**src/rtl/core_mem_bridge.sv**
```systemverilog
// Bridge between the rv32e core memory port and the req/ack memory fabric.
// Optional local extio register enabled by defining CORE_MEM_BRIDGE_EXTIO_EN.
module core_mem_bridge #(
   parameter int          MEMORY_BUS_WIDTH = 32,
   parameter int          TIMEOUT_CYCLES   = 255,
   parameter logic [31:0] EXTIO_ADDR       = 32'hFFFF_FF00
) (
   input  logic                        clock,
   input  logic                        reset,
   input  logic [MEMORY_BUS_WIDTH-1:0] cpu_addr_in,
   input  logic [MEMORY_BUS_WIDTH-1:0] cpu_data_in,
   input  logic [3:0]                  cpu_wb_in,
   input  logic [2:0]                  cpu_data_mode_in,
   output logic [MEMORY_BUS_WIDTH-1:0] cpu_data_out,
   output logic                        cpu_stall_out,
   output logic                        mem_req_out,
   output logic [MEMORY_BUS_WIDTH-1:0] mem_addr_out,
   output logic [MEMORY_BUS_WIDTH-1:0] mem_wdata_out,
   output logic [3:0]                  mem_wstrb_out,
   input  logic                        mem_ack_in,
   input  logic [MEMORY_BUS_WIDTH-1:0] mem_rdata_in,
   input  logic [7:0]                  extio_in,
   output logic [7:0]                  extio_out,
   output logic                        err_out,
   output logic [1:0]                  state_dbg
);

   localparam int W = MEMORY_BUS_WIDTH;
   localparam logic [7:0] TO_LAST = 8'(TIMEOUT_CYCLES - 1);

   // Handshake: mem_req_out rises with mem_addr/wdata/wstrb already valid and
   // holds them stable until the single-cycle mem_ack_in pulse or a timeout.
   typedef enum logic [1:0] {
      IDLE = 2'd0,
      REQ  = 2'd1,
      DONE = 2'd2
   } state_t;

   state_t      state;
   logic [7:0]  cnt;
   logic [1:0]  lat_off;
   logic [2:0]  lat_mode;
   logic        lat_read;
   logic        pending;
   logic        misaligned;
   logic        local_hit;
   logic        is_read;

   assign pending    = cpu_data_mode_in[1:0] != 2'b00;
   assign is_read    = cpu_wb_in == 4'b0000;
   assign misaligned = ((cpu_data_mode_in[1:0] == 2'b10) && cpu_addr_in[0]) ||
                       ((cpu_data_mode_in[1:0] == 2'b11) && (cpu_addr_in[1:0] != 2'b00));
   assign cpu_stall_out = pending && (state != DONE);
   assign state_dbg     = state;

   function automatic logic [W-1:0] align_read(input logic [W-1:0] rd,
                                               input logic [1:0]   off,
                                               input logic [2:0]   mode);
      logic [W-1:0] sh;
      logic [W-1:0] res;
      sh  = '0;
      res = rd;
      case (mode[1:0])
         2'b01: begin
            sh  = rd >> {off, 3'b000};
            res = mode[2] ? {{(W-8){1'b0}}, sh[7:0]} : {{(W-8){sh[7]}}, sh[7:0]};
         end
         2'b10: begin
            sh  = rd >> {off[1], 4'b0000};
            res = mode[2] ? {{(W-16){1'b0}}, sh[15:0]} : {{(W-16){sh[15]}}, sh[15:0]};
         end
         default: res = rd;
      endcase
      return res;
   endfunction

`ifdef CORE_MEM_BRIDGE_EXTIO_EN
   logic [7:0] extio_meta;
   logic [7:0] extio_sync;

   assign local_hit = (cpu_data_mode_in[1:0] == 2'b11) && (cpu_addr_in == EXTIO_ADDR);

   always_ff @(posedge clock or negedge reset) begin
      if (!reset) begin
         extio_meta <= '0;
         extio_sync <= '0;
      end else begin
         extio_meta <= extio_in;
         extio_sync <= extio_meta;
      end
   end
`else
   logic unused_extio;

   assign local_hit    = 1'b0;
   assign extio_out    = '0;
   assign unused_extio = ^extio_in ^ ^EXTIO_ADDR;
`endif

   always_ff @(posedge clock or negedge reset) begin
      if (!reset) begin
         state         <= IDLE;
         cnt           <= '0;
         lat_off       <= '0;
         lat_mode      <= '0;
         lat_read      <= 1'b0;
         cpu_data_out  <= '0;
         mem_req_out   <= 1'b0;
         mem_addr_out  <= '0;
         mem_wdata_out <= '0;
         mem_wstrb_out <= '0;
         err_out       <= 1'b0;
`ifdef CORE_MEM_BRIDGE_EXTIO_EN
         extio_out     <= '0;
`endif
      end else begin
         err_out <= 1'b0;
         case (state)
            IDLE: begin
               if (pending) begin
                  lat_off  <= cpu_addr_in[1:0];
                  lat_mode <= cpu_data_mode_in;
                  lat_read <= is_read;
                  if (misaligned) begin
                     err_out <= 1'b1;
                     if (is_read) cpu_data_out <= '0;
                     state <= DONE;
                  end else if (local_hit) begin
`ifdef CORE_MEM_BRIDGE_EXTIO_EN
                     if (is_read) cpu_data_out <= {{(W-8){1'b0}}, extio_sync};
                     else if (cpu_wb_in[0]) extio_out <= cpu_data_in[7:0];
`endif
                     state <= DONE;
                  end else begin
                     mem_req_out   <= 1'b1;
                     mem_addr_out  <= {cpu_addr_in[W-1:2], 2'b00};
                     mem_wdata_out <= cpu_data_in;
                     mem_wstrb_out <= cpu_wb_in;
                     cnt           <= '0;
                     state         <= REQ;
                  end
               end
            end
            REQ: begin
               // An ack in the final allowed cycle still completes normally.
               if (mem_ack_in) begin
                  mem_req_out <= 1'b0;
                  if (lat_read) cpu_data_out <= align_read(mem_rdata_in, lat_off, lat_mode);
                  state <= DONE;
               end else if (cnt == TO_LAST) begin
                  mem_req_out <= 1'b0;
                  err_out     <= 1'b1;
                  if (lat_read) cpu_data_out <= '0;
                  state <= DONE;
               end else begin
                  cnt <= cnt + 8'd1;
               end
            end
            DONE:    state <= IDLE;
            default: state <= IDLE;
         endcase
      end
   end

endmodule
```
**config.mk**
```make
export PLATFORM = sky130hd
export DESIGN_NAME = core_mem_bridge
export DESIGN_NICKNAME = d
export VERILOG_FILES = /design/src/rtl/core_mem_bridge.sv
export SDC_FILE = /design/constraint.sdc
export NUM_CORES = 1
export LEC_CHECK = 0
export BUFFER_PORTS_ARGS = -buffer_cell sky130_fd_sc_hd__buf_2
export CAP_MARGIN = 10
export CELL_PAD_IN_SITES_DETAIL_PLACEMENT = 0
export CELL_PAD_IN_SITES_GLOBAL_PLACEMENT = 1
export CORE_UTILIZATION = 39
export CTS_CLUSTER_SIZE = 25
export DETAILED_ROUTE_END_ITERATION = 6
export HOLD_SLACK_MARGIN = 0.03
export PLACE_DENSITY = 0.83
export SETUP_SLACK_MARGIN = 0.1
export SLEW_MARGIN = 10
export SYNTH_ARGS = -nofsm -noshare
export SYNTH_HDL_FRONTEND = slang
export SYNTH_SLANG_ARGS = --single-unit
```
**constraint.sdc**
```tcl
create_clock -name clock -period 5.8 [get_ports clock]
set_clock_uncertainty 0.15 [all_clocks]
set_input_delay 0.58 -clock clock [delete_from_list [all_inputs] [get_ports clock]]
set_output_delay 0.58 -clock clock [all_outputs]
set_load 0.05 [all_outputs]
```
## Word-level counts from Yosys, hierarchy flattened

Cells that the tools add are included.

| word-level totals | value |
|---|---|
| input bits | 114 |
| flip-flop bits (word level) | 116 |
| output and inout port bits | 113 |
| logic and storage cells | 76 |

| operators by class | value |
|---|---|
| $add $sub $neg | 1 |
| multiplexer cells | 31 |
| shifts and indexed selects | 2 |
| equal/unequal tests | 15 |
| bitwise logic cells | 1 |
| reductions and logical operators | 15 |

Operators with widths:

| cell | number |
|---|---|
| $mux W32 | 9 |
| $pmux W32 S2 | 2 |
| $mux W8 | 4 |
| $shr A32 B5 Y16 | 1 |
| $shr A32 B5 Y8 | 1 |
| $ne A2 B2 Y1 const B | 8 |
| $pmux W8 S2 | 1 |
| $add A8 B1 Y8 const B | 1 |
| $eq A8 B8 Y1 const B | 1 |
| $mux W1 | 8 |
| $mux W2 | 4 |
| $eq A2 B2 Y1 const B | 3 |
| $reduce_and A6 Y1 | 1 |
| $reduce_bool A2 Y1 | 3 |
| $reduce_and A5 Y1 | 1 |
| $eq A2 B1 Y1 const B | 2 |
| $logic_not A4 Y1 | 1 |
| $pmux W1 S2 | 2 |
| $pmux W2 S2 | 1 |
| $reduce_and A2 Y1 | 2 |
| $reduce_and A4 Y1 | 1 |
| $logic_and A1 B1 Y1 | 3 |
| $ne A3 B3 Y1 const B | 1 |
| $reduce_and A3 Y1 | 1 |
| other kinds (3) | 3 |

## Logic depth before layout (Yosys ltp)

Gate-level depths: netlist of run 1.

| depth | value |
|---|---|
| depth after elaboration | 6 |
| depth in mapped cells | 8 |

## Least setup slack after synthesis of run 1

Ideal clock, no wire load.

| timing | value |
|---|---|
| path kind | flip-flop to output port |
| start | reg state[0] (netlist: state_dbg[0]) |
| end | out cpu_stall_out |
| cell stages (with the launch flop) | 4 |
| arrival time | 1984 ps |
| required time | 5070 ps |
| slack | 3086 ps |
| buffers on the path | 1 |
| cells stage by stage | dfrtp_1 buf_6 inv_1 a21boi_0 |

| on the way | value |
|---|---|
| cells in the longest elaborated chain, start to end | 2 |

Ends and longest elaborated chain:

| item | line | source |
|---|---|---|
| start: declaration | 39 | `state_t state;` |
| start signal: assignment | 102 | `state <= IDLE;` |
| start signal: assignment | 127 | `state <= DONE;` |
| start signal: assignment | 133 | `state <= DONE;` |
| $ne A2 B2 Y1 | 53 | `assign cpu_stall_out = pending && (state != DONE);` |
| $logic_and A1 B1 Y1 | 53 |  |
| end: declaration | 15 | `output logic cpu_stall_out,` |

No other way between the ends.

## Final worst setup path of run 1

| timing | value |
|---|---|
| start | reg state[0] (netlist: state_dbg[0]) |
| end | reg cpu_data_out[16] |

| on the way | value |
|---|---|
| cells in the longest elaborated chain, start to end | 3 |
| elaborated cells between the ends (all ways) | 10 |
| those cells by class | eq/ne (6); mux (1); reduce/logical (3) |

Ends and longest elaborated chain:

| item | line | source |
|---|---|---|
| $eq A2 B1 Y1 or $logic_not A2 Y1 (tied branches) | 118 | `case (state)` |
| $ne A3 B3 Y1 (no line) (tied with other cells) | - |  |
| $reduce_and A6 Y1 (no line) | - |  |
| end signal: assignment | 148 | `if (lat_read) cpu_data_out <= align_read(mem_rdata_in, lat_off, lat_mode);` |
| end: declaration | 14 | `output logic [MEMORY_BUS_WIDTH-1:0] cpu_data_out,` |

Parallel ways exist; a longest one is shown, timed or not.
A chain may end at the register's enable or synchronous reset.

==> results of run 1 <==
[cell usage in the layout, fill, tap and decap left out, types with 3 or more instances in the layout]
cell type	synthesis	layout
and2_1	3	3
nand3_1	3	3
bufinv_16	0	4
a221o_1	21	21
dfrtp_1	116	116
a21oi_1	19	19
clkbuf_16	0	17
nand2b_1	9	9
ha_1	4	4
mux2_2	78	78
o21ai_0	12	12
buf_2	9	207
clkinv_2	0	4
conb_1	1	10
nor2_1	6	6
a32o_1	8	8
nand2_1	21	21
inv_1	9	9
o211ai_1	10	10
[worst register-to-register path: cells and delay by family (launching register included)]
kind / cells / cell delay [ns]
flops: 1 / 0.53
compound gates: 2 / 1.15
simple gates: 2 / 0.89
[state kept, by name, indices dropped and copies added (netlist names)]
name	count
err_out	1
cpu_data_out	32
mem_req_out	1
mem_wstrb_out	4
lat_read	1
lat_mode	3
mem_addr_out	30
cnt	8
state_dbg	2
lat_off	2
mem_wdata_out	32
[cell families (layout without fill, tap and decap cells)]
family	Yosys count	count (layout)
other	1	10
flip-flops	116	116
adder cells (fa/ha/maj)	4	4
XOR/XNOR	2	2
multiplexers	79	79
AO/OA/AOI/OAI	88	88
buffers and inverters	44	250
AND/OR/NAND/NOR	57	57
[report_power, final]
group | switching, mW | internal [mW] | total [mW] | leakage (nW)
clock network | 0.369 | 0.728 | 1.10 | 0.303
logic | 1.71 | 0.691 | 2.40 | 1.62
registers | 0.233 | 1.16 | 1.39 | 1.44
total | 2.31 | 2.58 | 4.88 | 3.36
[final cells by class]
type                       instances  area (µm²)
fill                            1123        5858
sequential                       116        2903
multi-input combinational        240        2037
timing repair buffer             209        1051
clock buffer                      19       442.9
tap                              172       215.2
clock inverter                    13       181.4
inverter                           9       33.78
[path summary, 6_finish.rpt]
kind,startpoint,cells after the start,end,slack [ns]
min in group clock,cpu_data_in[9],2,mem_wdata_out[9]$_DFFE_PN0P_,0.25
worst max register to register,state_dbg[0]$_DFFE_PN0P_,4,cpu_data_out[16]$_DFFE_PN0P_,3.01
worst max-delay path,state_dbg[0]$_DFFE_PN0P_,4,cpu_data_out[16]$_DFFE_PN0P_,3.01
worst min-delay path,reset,1,cpu_data_out[16]$_DFFE_PN0P_,0.13
max in group asynchronous,reset,2,mem_wdata_out[21]$_DFFE_PN0P_,4.21
worst min register to register,cpu_data_out[8]$_DFFE_PN0P_,1,cpu_data_out[8]$_DFFE_PN0P_,0.35
[routing by layer]
| metal | wire (µm) | global-route usage, % | vias up | part of all wire (%) |
|---|---|---|---|---|
| met2 | 6081 | 31.83 | 193 | 49 |
| met4 | 232 | 8.776 | 0 | 1.9 |
| li1 | - | - | 1828 | - |
| met3 | 1189 | 7.261 | 23 | 9.5 |
| met1 | 4985 | 21.95 | 1900 | 40 |
| met5 | 0 | 0 | - | 0 |
[per-stage QoR]
step	power (mW)	util [%]
floorplan	3.251	-
global placement	3.758	49.05
detailed placement	3.810	49.05
CTS	4.930	53.95
global route	5.126	53.95
finish	4.884	53.95
==> parameters.txt, run 1 <==
Parameter                              Value

Logic synthesis
  Adder-cell share of the synthesized area ... 0.9732%
  Synth Flop Type ... dfrtp_1
  Cell count after synthesis ... roughly 390
  Ys Warns ... 0
  Xor and xnor area share after synthesis ... less than 1%
  Top cells by area, synth ... dfrtp_1 (56%), mux2_2 (17%), a221o_1 (4.1%)
  EDFF count, synth ... 0
  Portion of the post-synthesis area used by sequential elements ... roughly 56%
  Main combinational cell family by area after synthesis ... multiplexers
  Async set-reset flop share out of synthesis ... 100.0%
  Distinct cells, synth ... 51
  FF+latch count, synth ... around 120
  Cell accounting for the most synthesized area ... dfrtp_1
  Mean area per synthesized cell ... approximately 13 µm²
  Commonest cells in the netlist ... dfrtp_1 (116), mux2_2 (78), a221o_1 (21), nand2_1 (21), a21oi_1 (19)
  Multiplexer share of the synthesized area ... 17.27%
  Compound-cell area share of the yosys netlist ... ~14%
  Library cell with the highest instance count after synthesis ... dfrtp_1
  Area of the mapped netlist ... 5142 µm²
  Synthesized-area fraction occupied by and/or/nand/nor cells ... 6.350%
  Fraction of post-synthesis cell area in the top cell type by area ... 56.45%

Timing
  Final setup violation count ... 0
  Unrepaired setup endpoints after global routing ... no
  Pin slew with the least headroom to its limit ... a little over 1 ns
  Worst Hold Margin ... between 0.1 and 0.15 ns
  Shortest period the worst path allows ... ~2.8 ns
  Final max-slew violation count ... 0
  Post-route setup slack ... about 3.0 ns
  Final-layout setup total negative slack ... 0 ns
  Normalized max-slew margin ... around 31%
  Count of final hold-check violations ... 0
  Period utilisation layout ... 48.14%
  Max Clock Freq ... ~0.36 GHz

CTS
  Post-CTS clock slew at the launch and capture registers of the worst setup and hold paths ... 0.06 ns
  Number of hold-repair buffers added at the cts stage ... 0
  Post-cts sizing count ... 0
  Clock tree from TritonCTS ... done
  Post-CTS Repair Setup Buffers ... 0
  Num CTS Buffers ... 17
  H-tree depth reported by CTS ... 4
  Clock net sink count ... between 100 and 150
  Root cell of the clock tree ... clkbuf_16
  Skew-Pair Late Insertion Delay ... just over 0.4 ns
  Maximum buffer depth of the clock tree ... 2

Routing
  Average via count per standard cell ... approximately 5
  Average wire per standard cell ... between 15 and 20 µm
  Drt total wl ... around 12000 µm
  Final ANT Viol Nets ... 0
  Via Count ... 3944
  Detailed-route DRC error count ... 0
  Drt first pass iters ... 4
  Initial DRC count ... 141

Die
  I/O pin cnt ... between 200 and 250
  Number of placement rows ... ~40
  Area of the core region ... roughly 13000 µm²
  Starting Density ... between 40% and 50%
  Chip width ... approximately 120 µm
  Die area ... 13650 µm²
  Die height ... between 100 and 150 µm

Global route
  First-pass GRT wire length ... 19900 µm
  Vias in the first global route ... around 4100
  Maximum number of pins on one net before global-route repair ... 75
  Total routing usage reported by global routing ... a little under a fifth
  Number of antenna violations at the first check in global routing ... 0
  Total overflow reported by the global router ... 0

Run
  Max-Cap Viols ... 0

Final layout
  Area growth from synthesis to layout ... 33.48%
  Proportion of layout cells with a drive suffix above 1 ... a little over half
  Count of nets after finishing ... roughly 710
  Antenna Cells ... 0
  Non-filler instance count after layout ... around 780
  Area of all placed cells without fillers ... 6864 µm²

Placed design
  Port buffer count ... approximately 210
  Half-perimeter wire length of the detailed placement result ... roughly 9100 µm
  Number of placed instances, taps included ... roughly 750
  Pre-CTS WS ... 2.933 ns
  Standard cell area after detailed placement ... about 6200 µm²
  Routability congestion estimate from global placement ... just over 0.8

Power and ir drop
  Worst IR Drop VDD ... about 0.42 mV
  Pwr/cell area ... 711.5 nW/µm²
  Leak pwr ... 3.362 nW

Min path
  Class of the tightest hold or removal check ... in2async

Setup path
  Data required, critical path ... roughly 6.0 ns
  Count of buffer and inverter cells on the critical path ... 0
  Worst path cell trace ... and4b_1, nand2_1, a211oi_2, a221o_2
  Sort of element at the end of the critical path ... register
  Data arrival time of the worst path ... slightly below 3 ns
  Kind of cell adding the most delay to the critical path ... compound AO/OA/AOI/OAI gates
  Setup crit start kind ... register
  Crit-path max FO ... 16
  Max stage delay cell, worst path ... a211oi_2
  CP Class ... reg2reg
  Slowest Stage Delay on Critical Path ... slightly above 0.9 ns

Status
  Run status ... completed
(Power assumes the default switching activity.)
==> run 2, diff against run 1 <==
--- a/config.mk
+++ b/config.mk
@@ -9,11 +9,11 @@
 export CAP_MARGIN = 10
 export CELL_PAD_IN_SITES_DETAIL_PLACEMENT = 0
 export CELL_PAD_IN_SITES_GLOBAL_PLACEMENT = 1
-export CORE_UTILIZATION = 39
+export CORE_UTILIZATION = 36
 export CTS_CLUSTER_SIZE = 25
 export DETAILED_ROUTE_END_ITERATION = 6
 export HOLD_SLACK_MARGIN = 0.03
-export PLACE_DENSITY = 0.83
+export PLACE_DENSITY = 0.77
 export SETUP_SLACK_MARGIN = 0.1
 export SLEW_MARGIN = 10
 export SYNTH_ARGS = -nofsm -noshare
==> constraint.sdc (replaced) <==
create_clock -name clock -period 2.7 [get_ports clock]
set_clock_uncertainty 0.15 [all_clocks]
set_input_delay 0.27 -clock clock [delete_from_list [all_inputs] [get_ports clock]]
set_output_delay 0.27 -clock clock [all_outputs]
set_load 0.05 [all_outputs]
==> run 2 against run 1 <==
  * Worst hold slack lost 0.049 ns
  * Critical path depth rose by 2
  * Sequential power increased by 110%
  * Register-to-register slack worse by 2.5 ns
  * Clock power is 130% higher
  * Highest routed layer unchanged
==> parameters.txt, run 2 (same netlist as run 1, synthesis figures left out) <==
Parameter                              Value

Timing
  Post-route setup slack ... 0.1885 ns (was 3.008 ns)
  Shortest period the worst path allows ... around 2.5 ns
  Count of final hold-check violations ... 0 (unchanged)
  Final-layout setup total negative slack ... 0 ns (unchanged)
  Normalized max-slew margin ... 54.25% (was 30.71%)
  Period utilisation layout ... approximately 93%
  Max Clock Freq ... 0.3982 GHz
  Unrepaired setup endpoints after global routing ... no (unchanged)
  Final max-slew violation count ... 0 (unchanged)
  Pin slew with the least headroom to its limit ... 0.6841 ns (was 1.037 ns)
  Final setup violation count ... 0 (unchanged)

Status
  Run status ... completed (unchanged)

Die
  Number of placement rows ... 43 (was 41)
  I/O pin cnt ... 227 (unchanged)
  Die area ... 14770 µm² (was 13650 µm²)
  Chip width ... 121.5 µm (was 116.8 µm)
  Area of the core region ... 13880 µm² (was 12720 µm²)
  Die height ... 121.5 µm (was 116.8 µm)
  Starting Density ... 37.05% (was 40.42%)

Final layout
  Commonest non-fill, non-tap cell in the layout ... buf_2 (unchanged)
  Most frequent cells in the layout ... buf_2 (207), dfrtp_1 (116), dlygate4sd3_1 (95), mux2_2 (78) (was buf_2 (207), dfrtp_1 (116), mux2_2 (78), nand2_1 (21), a221o_1 (21))
  Total of fill cells in the finished design ... 1130 (was 1123)
  Count of nets after finishing ... 814 (was 711)
  Antenna Cells ... 0 (unchanged)
  Largest registers ... cpu_data_out: 32 flops, mem_wdata_out: 32 flops, mem_addr_out: 30 flops (unchanged)
  Proportion of layout cells with a drive suffix above 1 ... 47.88% (was 54.79%)
  Area growth from synthesis to layout ... 54.62% (was 33.48%)

Min path
  Class of the tightest hold or removal check ... in2reg (was in2async)

Setup path
  Slowest Stage Delay on Critical Path ... 0.57 ns (was 0.92 ns)
  Setup crit start kind ... input pin (was register)
  Data required, critical path ... 2.83 ns (was 5.99 ns)
  CP Class ... in2reg (was reg2reg)
  Kind of cell adding the most delay to the critical path ... simple AND/OR/NAND/NOR gates (was compound AO/OA/AOI/OAI gates)
  Crit-path max FO ... 32 (was 16)
  Max stage delay cell, worst path ... or4_4 (was a211oi_2)
  Sort of element at the end of the critical path ... register (unchanged)
  Worst path cell trace ... dlygate4sd3_1, buf_2, or4_4, o41ai_4, nand3_4, a221o_2 (was and4b_1, nand2_1, a211oi_2, a221o_2)
  Count of buffer and inverter cells on the critical path ... 2 (was 0)
  Data arrival time of the worst path ... 2.64 ns (was 2.98 ns)

Placed design
  Routability congestion estimate from global placement ... 0.8235 (was 0.8263)
  Pre-CTS WS ... 0.2935 ns (was 2.933 ns)
  Half-perimeter wire length of the detailed placement result ... 9256 µm (was 9098 µm)
  Port buffer count ... 208 (unchanged)

CTS
  Skew-Pair Late Insertion Delay ... 0.40 ns (was 0.41 ns)
  H-tree depth reported by CTS ... 4 (unchanged)
  Maximum buffer depth of the clock tree ... 2 (unchanged)
  Num CTS Buffers ... 17 (unchanged)
  Post-CTS Repair Setup Buffers ... 0 (unchanged)
  Post-CTS clock slew at the launch and capture registers of the worst setup and hold paths ... 0.05 ns (was 0.06 ns)
  Clock tree from TritonCTS ... done (unchanged)
  Clock net sink count ... 116 (unchanged)
  Root cell of the clock tree ... clkbuf_16 (unchanged)

Global route
  First-pass GRT wire length ... 21900 µm (was 19900 µm)
  Vias in the first global route ... 4386 (was 4083)
  Number of antenna violations at the first check in global routing ... 0 (unchanged)
  Total routing usage reported by global routing ... 19.31% (was 19.15%)
  Total overflow reported by the global router ... 0 (unchanged)
  Maximum number of pins on one net before global-route repair ... 72 (was 75)

Run
  Max-Cap Viols ... 0 (unchanged)

Routing
  Drt total wl ... 13800 µm (was 12490 µm)
  Drt first pass iters ... 4 (unchanged)
  Average via count per standard cell ... 4.829 (was 5.069)
  Detailed-route DRC error count ... 0 (unchanged)
  Via Count ... 4288 (was 3944)
  Final ANT Viol Nets ... 0 (unchanged)
  Average wire per standard cell ... 15.54 µm (was 16.05 µm)
  Initial DRC count ... 189 (was 141)

Power and ir drop
  Worst IR Drop VDD ... 0.7991 mV (was 0.4220 mV)
  Leak pwr ... 3.831 nW (was 3.362 nW)
  Pwr/cell area ... 1362 nW/µm² (was 711.5 nW/µm²)
-- run 2: changes by cell type in the layout (fill, tap and decap cells not counted) --
| cell | change |
|---|---|
| inv_6 | -1 |
| clkinv_4 | -1 |
| buf_4 | +6 |
| a211oi_2 | -1 |
| dlygate4sd3_1 | +95 |
| buf_12 | +2 |
| bufinv_16 | +1 |
| clkbuf_8 | +3 |
| clkinv_2 | -1 |
| clkinvlp_4 | -2 |
| a211oi_4 | +1 |
-- run 2: path summary, 6_finish.rpt --
check                           slack (ns)                         from                       endpoint  cells past startpoint
min in group asynchronous             0.29                        reset   mem_wdata_out[0]$_DFFE_PN0P_                      2
max in group asynchronous             1.30                        reset  mem_wdata_out[17]$_DFFE_PN0P_                      3
worst max-delay path                  0.19                 cpu_wb_in[1]   cpu_data_out[16]$_DFFE_PN0P_                      6
worst min register to register        0.34  cpu_data_out[8]$_DFFE_PN0P_    cpu_data_out[8]$_DFFE_PN0P_                      1
worst min-delay path                  0.08              mem_rdata_in[7]    cpu_data_out[7]$_DFFE_PN0P_                      4
worst max register to register        0.47           cnt[0]$_DFFE_PN0P_   cpu_data_out[16]$_DFFE_PN0P_                      6
-- run 2: worst reg2reg max path, cell delays in order, from the launching register on --
cell and delay (ns):
dfrtp_1 0.44, inv_1 0.08, ha_1 0.14, nand3_1 0.16, o21ai_2 0.27, nand3_4 0.35
a221o_2 0.51
-- run 2: timing repair --
action	in CTS	in global routing
setup endpoints to repair	0	13
hold buffers	95	0
hold endpoints to repair	139	0
gates resized for setup	0	1
-- run 2: cell type report --
type / instances / area, µm² / share of cell area (%)
sequential: 116 / 2903 / 36.51
timing repair buffer: 312 / 2087 / 26.25
multi-input combinational: 240 / 2044 / 25.71
clock buffer: 22 / 484.2 / 6.090
tap: 180 / 225.2 / 2.832
clock inverter: 9 / 173.9 / 2.187
inverter: 9 / 33.78 / 0.4249
-- run 2: through the flow --
step           power, mW  util (%)  instance area, µm²  instances  hold WS (ns)
6_report           10.83     57.28                7951        888       0.08403
5_1_grt            11.37     57.28                7951        888       0.08522
4_1_cts            10.89     57.23                7944        888       0.06403
3_5_place_dp       8.245     45.64                6335        762        0.1612
3_3_place_gp       8.155     45.64                6335        762        0.1490
2_1_floorplan      6.984         -                5176        400       -0.1756
-- run 2: power by group --
group	total (mW)	internal, mW	switching, mW	leakage, nW
combinational	5.42	1.64	3.78	2.06
sequential	2.93	2.49	0.445	1.44
clock	2.48	1.73	0.750	0.326
total	10.8	5.86	4.97	3.83
-- run 2: routing by layer --
metal / share of wire, % / GRT usage, % / vias up
li1: - / - / 2036
met1: 42 / 24.19 / 2052
met5: 0 / 0 / -
met3: 6.0 / 4.840 / 27
met2: 49 / 31.36 / 173
met4: 2.3 / 8.796 / 0
